File: src/rtl/guess_game_scored.sv
// Reaction game: a single lit LED rotates, and a button press scores a win or a loss.
// Win and loss counts saturate. The WIN/LOSE state is held until every button is released.
module guess_game_scored #(
    parameter int N     = 4,
    parameter int CNT_W = 4
) (
    input  logic             clk,
    input  logic             rst,
    input  logic             en,
    input  logic [N-1:0]     in,
    input  logic             dir,
    output logic [N-1:0]     y,
    output logic             win,
    output logic             lose,
    output logic [CNT_W-1:0] win_cnt,
    output logic [CNT_W-1:0] lose_cnt
);

    localparam int PW = $clog2(N);

    localparam logic [1:0] RUN  = 2'd0;
    localparam logic [1:0] WIN  = 2'd1;
    localparam logic [1:0] LOSE = 2'd2;

    localparam logic [PW-1:0]    POS_MAX = PW'(N - 1);
    localparam logic [CNT_W-1:0] CNT_MAX = '1;

    logic [1:0]    state;
    logic [PW-1:0] pos;
    logic [PW-1:0] pos_next;

    always_comb begin
        pos_next = pos;
        if (dir) begin
            pos_next = (pos == '0) ? POS_MAX : pos - PW'(1);
        end else begin
            pos_next = (pos == POS_MAX) ? '0 : pos + PW'(1);
        end
    end

    // A press outranks a coincident tick and is judged against the LED shown before the edge
    always_ff @(posedge clk or posedge rst) begin
        if (rst) begin
            state    <= RUN;
            pos      <= '0;
            win_cnt  <= '0;
            lose_cnt <= '0;
        end else begin
            case (state)
                RUN: begin
                    if (in != '0) begin
                        if (in == y) begin
                            state <= WIN;
                            if (win_cnt != CNT_MAX) win_cnt <= win_cnt + CNT_W'(1);
                        end else begin
                            state <= LOSE;
                            if (lose_cnt != CNT_MAX) lose_cnt <= lose_cnt + CNT_W'(1);
                        end
                    end else if (en) begin
                        pos <= pos_next;
                    end
                end
                WIN, LOSE: begin
                    if (in == '0) state <= RUN;
                end
                default: state <= RUN;
            endcase
        end
    end

    assign y    = N'(1) << pos;
    assign win  = (state == WIN);
    assign lose = (state == LOSE);

endmodule
File: config.mk
export PLATFORM = sky130hd
export DESIGN_NAME = guess_game_scored
export DESIGN_NICKNAME = d
export VERILOG_FILES = /design/src/rtl/guess_game_scored.sv
export SDC_FILE = /design/constraint.sdc
export NUM_CORES = 1
export LEC_CHECK = 0
export CAP_MARGIN = 20
export CORE_UTILIZATION = 33
export CTS_CLUSTER_SIZE = 40
export DETAILED_ROUTE_END_ITERATION = 6
export PLACE_DENSITY = 0.59
export SYNTH_ARGS = -nofsm -noshare
export SYNTH_HDL_FRONTEND = slang
export SYNTH_SLANG_ARGS = --single-unit
File: constraint.sdc
create_clock -name clk -period 5.8 [get_ports clk]
set_input_delay 1.16 -clock clk [delete_from_list [all_inputs] [get_ports clk]]
set_output_delay 1.16 -clock clk [all_outputs]
set_load 0.05 [all_outputs]
After elaboration in Yosys (flattened, before gate mapping)
Cells that the tools add are included.
{ "classes": {"bitwise": 2, "shifts": 1, "addsub": 4, "n_mux": 7, "reduce_logical": 9, "eq_ne": 8} }
{ "ops": {"columns": ["operator", "count"], "rows": [
  ["2-bit 2-to-1 mux", 6],
  ["4-bit by 1-bit adder with 4-bit output (second input constant)", 2],
  ["4-bit inequality test (second input constant)", 2],
  ["4-bit AND reduction", 2],
  ["2-bit equality test (second input constant)", 2],
  ["4-bit equality test", 1],
  ["2-bit logical NOT", 2],
  ["4-bit logical NOT", 1],
  ["2-bit inequality test (second input constant)", 2],
  ["2-bit case mux with 2 select lines", 1],
  ["4-bit nonzero test", 1],
  ["1-bit by 2-bit left shift with 4-bit output (first input constant)", 1],
  ["3-bit AND reduction", 1],
  ["2-bit by 1-bit adder with 2-bit output (second input constant)", 1],
  ["2-bit by 1-bit equality test with 1-bit output (second input constant)", 1],
  ["1-bit NOT", 2],
  ["2-bit AND reduction", 1],
  ["2-bit OR reduction", 1],
  ["2-bit by 1-bit subtractor with 2-bit output (second input constant)", 1]
]} }
{ "word_totals": {"reg_bits": 12, "word_cells": 35} }

Longest topological paths before layout
Gate-level depths: netlist of the first run.
{ "depth": {"word_depth": 5, "depth_mapped": 6, "depth_no_buf": 6} }

Worst setup path after synthesis of the first run
No wires, ideal clock.
{ "synth_timing": {"path_kind": "input-to-reg", "start": "in in[1]", "end": "reg win_cnt[1]", "path_slack_ns": 3.483, "cell_stages": 4, "required_time_ns": 5.672, "arrival_ns": 2.189, "setup_time_ns": 0.128, "path_buffers": 0, "cell_sequence": "xnor2_1 > nand4_1 > a311oi_2 > mux2_1"} }
{ "synth_between": {"elab_chain_len": 2, "word_cells_on_any_way": 3} }
{ "synth_lines": {"columns": ["element", "line", "text"], "rows": [
  ["from (decl)", "10", "input logic [N-1:0] in,"],
  ["4-bit equality test / 4-bit nonzero test (equally long branches)", "52, 51", null],
  ["4-bit AND reduction (no line) *", null, null],
  ["to (signal assigned)", "54", "if (win_cnt != CNT_MAX) win_cnt <= win_cnt + CNT_W'(1);"],
  ["to (decl)", "15", "output logic [CNT_W-1:0] win_cnt,"]
]} }
Mark *: on every way between the ends. The rest lies on a longest branch, timed or not.
A chain may end at the register's enable or synchronous reset.

Final worst setup path of the first run
{ "layout_timing": {"start": "reg pos[0]", "end": "out y[0]"} }
{ "layout_between": {"elab_chain_len": 1} }
{ "layout_lines": {"columns": ["element", "line", "text"], "rows": [
  ["from (decl)", "29", "logic [PW-1:0] pos;"],
  ["from (signal assigned)", "60", "pos <= pos_next;"],
  ["1-bit by 2-bit left shift with 4-bit output", "71", "assign y = N'(1) << pos;"],
  ["to (decl)", "12", "output logic [N-1:0] y,"]
]} }
No other way between the ends.

==> results.yml, run 1 <==
yosys:
  synth-compound-area-share: 0.139
  synth_adder_area_share: 0.149
  ys_ff_latch: 12
  syn_nets: 84
  synthesis.area_um2: 758
  synthSimpleGateAreaFrac: 0.145
  syn_inst: 67
  synth_cell_type_count: 24
  synth.area.mux_share: 0.0429
  synth_top_family_by_area: "adder cells"
  ys_seq_area_frac: 0.396
  yosysWarnings: 0
  synth-xor-area-share: 0.104
  avgSynthCellArea_um2: 11.3
sta:
  finalCritPeriodShare: 0.526
  rsz0062_at_grt: "false"
  skew_ns: 0.00199
  hold_viol_final: 0
  worst_pin_slew_ns: 0.495
  max_slew_margin: 0.669
  fmax_ghz: 0.328
  report.final.slew_viol_count: 0
  setup_viol: 0
  setup-tns-final_ns: 0
  period_minus_slack_ns: 3.05
cts:
  cts_root_buffer: "clkbuf_4"
  cts_buffers: 3
  clk_latency_ns: 0.28
  clkSlewWorstSetupHoldPaths_ns: 0.08
  cts_hold_buf: 0
  clkSinkCount: 12
  post_cts_buffers: 0
  cts_tree: "yes"
  htreeDepth: 1
  cts_resized: 0
  cts_buffer_depth: 2
pwr:
  p_per_area_nw_per_um2: 654
  leakagePower_nw: 0.428
  vdd_drop_max_mv: 0.316
floorplanning:
  start_util: 0.368
  pin_count: 22
  coreArea_um2: 2060
  fp.dieH_um: 49.9
  rows: 16
  dieArea_um2: 2490
  die_x_um: 49.9
cells_and_area:
  stdcell_area_um2: 1040
  nets: 110
  drive_above_1_share: 0.0978
  num_antenna_cells: 0
  final_cells: 119
  area_delta_synth_final_pct: 37.0
route:
  vias_per_cell: 5.20
  wl_mm: 1.49
  ant_nets: 0
  drt_iter0_drc: 3
  drt-wirelength-per-cell_um: 12.5
  vias: 619
  drcViolationCount: 0
  dr.pass1.iters: 4
place:
  portBuffers: 21
  gp_congestion: 0.782
  dp.cells: 115
  placed_area_um2: 1000
  dp_hpwl_mm: 1.17
worst_hold_path:
  hp-class: "reg -> reg"
global_routing:
  grt_max_degree: 13
  grt_pass1_vias: 607
  antenna_found_initial: 0
  grt_pass1_wl_mm: 2.59
  track_usage: 0.141
  overflow: 0
critical_path:
  crit_type: "reg -> out"
  worst_ep_required_time_ns: 4.64
  crit_path_max_fanout: 7
  crit_path_start_kind: "register"
  arrival_ns: 1.89
  cp-end-kind: "output port"
job:
  drv_cap: 0
run_status:
  status: "complete, no violations"
==> sequential cells by signal (all words and copies together) (netlist names) <==
signal / cells
state: 2
pos: 2
lose_cnt: 4
win_cnt: 4
==> worst paths after layout <==
path,end,depth (start not counted),startpoint,slack [ns]
worst max register to register,win_cnt[1],6,pos[0],3.68
worst min register to register,lose_cnt[0],1,lose_cnt[0],0.53
max in group asynchronous,pos[0],2,rst,4.32
worst max-delay path,y[0],3,pos[0],2.75
min in group asynchronous,win_cnt[3],2,rst,1.18
worst min-delay path,lose_cnt[0],1,lose_cnt[0],0.53
==> Yosys cell counts <==
master / instances / share of area
nor2_1: 1 / 0.0049
mux2i_1: 1 / 0.013
o22ai_1: 2 / 0.016
nand2b_1: 1 / 0.0083
nand4_1: 1 / 0.0083
xor2_1: 3 / 0.035
o21ai_1: 1 / 0.0066
a311oi_2: 2 / 0.040
nor3_1: 1 / 0.0066
a31oi_1: 4 / 0.033
ha_1: 9 / 0.15
xnor2_1: 6 / 0.069
nor2b_1: 3 / 0.025
nand2_1: 1 / 0.0049
a41oi_1: 2 / 0.023
nand3_1: 5 / 0.033
dfrtp_1: 12 / 0.40
or3b_2: 1 / 0.012
a21oi_1: 1 / 0.0066
inv_1: 5 / 0.025
nor4_4: 1 / 0.028
mux2_1: 2 / 0.030
a221o_1: 1 / 0.013
and4_4: 1 / 0.015
==> where the power goes <==
part           switching [W]  internal (W)
logic               0.000276      0.000168
clock network      0.0000300     0.0000382
registers          0.0000449      0.000122
total               0.000351      0.000328
==> area by class of cell <==
class / instances / area, µm²
inverter: 5 / 18.8
sequential: 12 / 300
tap: 27 / 33.8
timing repair buffer: 21 / 210
fill: 194 / 1020
clock buffer: 4 / 36.3
multi-input combinational: 50 / 439
==> through the flow <==
stage | setup slack [ns] | util | hold slack (ns) | power [W]
2_1_floorplan | 3.48 | - | 0.519 | 0.000492
5_1_grt | 2.68 | 0.504 | 0.564 | 0.000724
4_1_cts | 2.74 | 0.504 | 0.533 | 0.000687
6_report | 2.75 | 0.504 | 0.528 | 0.000679
3_3_place_gp | 2.86 | 0.486 | 0.518 | 0.000608
3_5_place_dp | 2.81 | 0.486 | 0.522 | 0.000615
==> logic make-up after synthesis <==
group	count (synthesis)
xor+xnor	9
flops	12
buf+inv	5
fa+ha+maj	9
simple gates	16
mux	3
compound gates	13
==> layer usage <==
| metal | global-route usage | vias to the layer above | share of wire |
|---|---|---|---|
| met5 | 0 | - | 0 |
| met4 | 0.0571 | 0 | 0.018 |
| met3 | 0.0463 | 4 | 0.039 |
| met2 | 0.255 | 14 | 0.50 |
| met1 | 0.148 | 304 | 0.44 |
| li1 | - | 297 | - |
==> cell usage in the layout, fill, tap and decap left out, drive strengths merged, types with 3 or more instances in the layout <==
cell type,Yosys,routed
a31oi,4,4
clkbuf,0,4
clkdlybuf4s50,0,21
dfrtp,12,12
ha,9,9
inv,5,5
nand3,5,5
nor2b,3,3
xnor2,6,6
xor2,3,3
==> worst max-delay path: stages, from the launching register on <==
cell	delay, ns
dfrtp_1	0.45
inv_1	0.11
ha_1	0.22
clkdlybuf4s50_1	0.83
(Power assumes the default switching activity.)
==> run 2: changes to the inputs <==
Settings changed: PLACE_DENSITY 0.59 to 0.61.
Clock period 5.8 ns to 2.8 ns, I/O delays scaled along.
==> run 2 against run 1 <==
- cell area decreased by 1.3%
- count of clock-buffer cells in the layout decreased by 1
- combinational power increased by 110%
- sequential cell count unchanged
- global-route usage increased by 0.33 points
- die area unchanged
- worst setup slack got worse by 2.4 ns
- clock power increased by 52%
- sequential share of layout area increased by 0.39 points
- sequential power increased by 110%
==> results.yml, run 2 (same netlist as run 1, synthesis figures left out) <==
run_status:
  status: "complete, no violations"
critical_path:
  cp-end-kind: "output port"
  crit_path_start_kind: "register"
  crit_path_max_fanout: 7
  path_cells: "inv_1 -> ha_1 -> clkdlybuf4s50_1"
  reg2reg_depth: 6
  r2r_end: "win_cnt[1]"
  critPathMaxStageDelay_ns: 0.82
  critPathSlowestCell: "clkdlybuf4s50_1"
  reg2reg_from: "pos[0]"
  rrSetupSlack_ns: 0.63
  crit_type: "reg -> out"
  worstSetupStartpoint: "pos[0]"
  crit_end: "y[0]"
  arrival_ns: 1.88
  worst_ep_required_time_ns: 2.24
cells_and_area:
  layout.area.seq_um2: 300
  n_fill_cell: 198
  drive_above_1_share: 0.0879
  largestRegisters: "lose_cnt x4, win_cnt x4"
  nets: 110
  final_common_cell: "clkdlybuf4s50_1"
  num_antenna_cells: 0
  area_delta_synth_final_pct: 35.1
  layout_common_cells: "clkdlybuf4s50_1 (21), dfrtp_1 (12), ha_1 (9), xnor2_1 (6)"
  multi_input_area_um2: 439
worst_hold_path:
  hp-class: "reg -> reg"
place:
  gp_congestion: 0.783
  dp_hpwl_mm: 1.15
  portBuffers: 21
pwr:
  vdd_drop_max_mv: 0.652
  leakagePower_nw: 0.421
  p_per_area_nw_per_um2: 1330
global_routing:
  track_usage: 0.144
  grt_pass1_vias: 575
  grt_util_met3: 0.0556
  grt_max_degree: 13
  antenna_found_initial: 0
  grt_pass1_wl_mm: 2.61
  grt_util_met1: 0.171
  grt.busiest_layer: "met2"
  overflow: 0
  gr-usage-met2: 0.225
cts:
  clkSinkCount: 12
  cts_resized: 0
  cts_hold_buf: 0
  cts_buffers: 3
  cts_root_buffer: "clkbuf_4"
  clk_latency_ns: 0.28
  cts_tree: "yes"
  clkSlewWorstSetupHoldPaths_ns: 0.06
  cts_buffer_depth: 2
  post_cts_buffers: 0
  htreeDepth: 1
route:
  ant_nets: 0
  drt-wirelength-per-cell_um: 12.3
  wl_mm: 1.45
  drcViolationCount: 0
  vias_per_cell: 5.05
  vias: 596
  drt_iter0_drc: 10
  dr.pass1.iters: 4
floorplanning:
  start_util: 0.368
  dieArea_um2: 2490
  rows: 16
  fp.dieH_um: 49.9
  pin_count: 22
  die_x_um: 49.9
  coreArea_um2: 2060
sta:
  rsz0062_at_grt: "false"
  max_slew_margin: 0.668
  hold_viol_final: 0
  timing.hold.ws_ns: 0.540
  report.final.slew_viol_count: 0
  worst_pin_slew_ns: 0.496
  finalCritPeriodShare: 0.870
  setup_viol: 0
  setup-tns-final_ns: 0
  period_minus_slack_ns: 2.44
  fmax_ghz: 0.410
  skew_ns: 0.00220
job:
  drv_cap: 0
-- run 2: cell count changes in the layout (fill, tap and decap cells not counted) --
cell,delta
clkbuf_8,-1
-- run 2: worst min path at each step --
stage,start,to,slack (ns),cells after the start
after floorplan,rst,lose_cnt[0],0.42,1
after global placement,lose_cnt[0],lose_cnt[0],0.52,1
after detailed placement,lose_cnt[0],lose_cnt[0],0.53,1
after CTS,lose_cnt[0],lose_cnt[0],0.54,1
after global routing,lose_cnt[0],lose_cnt[0],0.57,1
final,lose_cnt[0],lose_cnt[0],0.54,1
-- run 2: area by class of cell --
cell class / instances / share of cell area
Clock buffer: 3 / 0.0220
Inverter: 5 / 0.0183
Multi-Input combinational cell: 50 / 0.429
Sequential cell: 12 / 0.293
Tap cell: 27 / 0.0330
Timing Repair Buffer: 21 / 0.205
-- run 2: worst max-delay path: cells and delay by family (launching register included) --
kind / cells / cell delay, ns
DFF: 1 / 0.46
buffers and inverters: 2 / 0.93
adders and majority gates: 1 / 0.21
-- run 2: power breakdown --
part / internal [W] / switching (W)
registers: 0.000253 / 0.0000926
clock network: 0.0000499 / 0.0000545
logic: 0.000346 / 0.000571
-- run 2: through the flow --
step	area, µm²	total power, W	std cells	utilization	setup WS (ns)
floorplan	758	0.00102	67	-	0.593
global placement	1000	0.00126	115	0.486	0.462
detailed placement	1000	0.00127	115	0.486	0.350
CTS	1020	0.00138	118	0.497	0.348
global route	1020	0.00147	118	0.497	0.268
finish	1020	0.00137	118	0.497	0.364
-- run 2: layer usage --
metal / vias up / part of all wire
li1: 301 / -
met1: 276 / 0.45
met2: 14 / 0.49
met3: 5 / 0.038
met4: 0 / 0.023
met5: - / 0
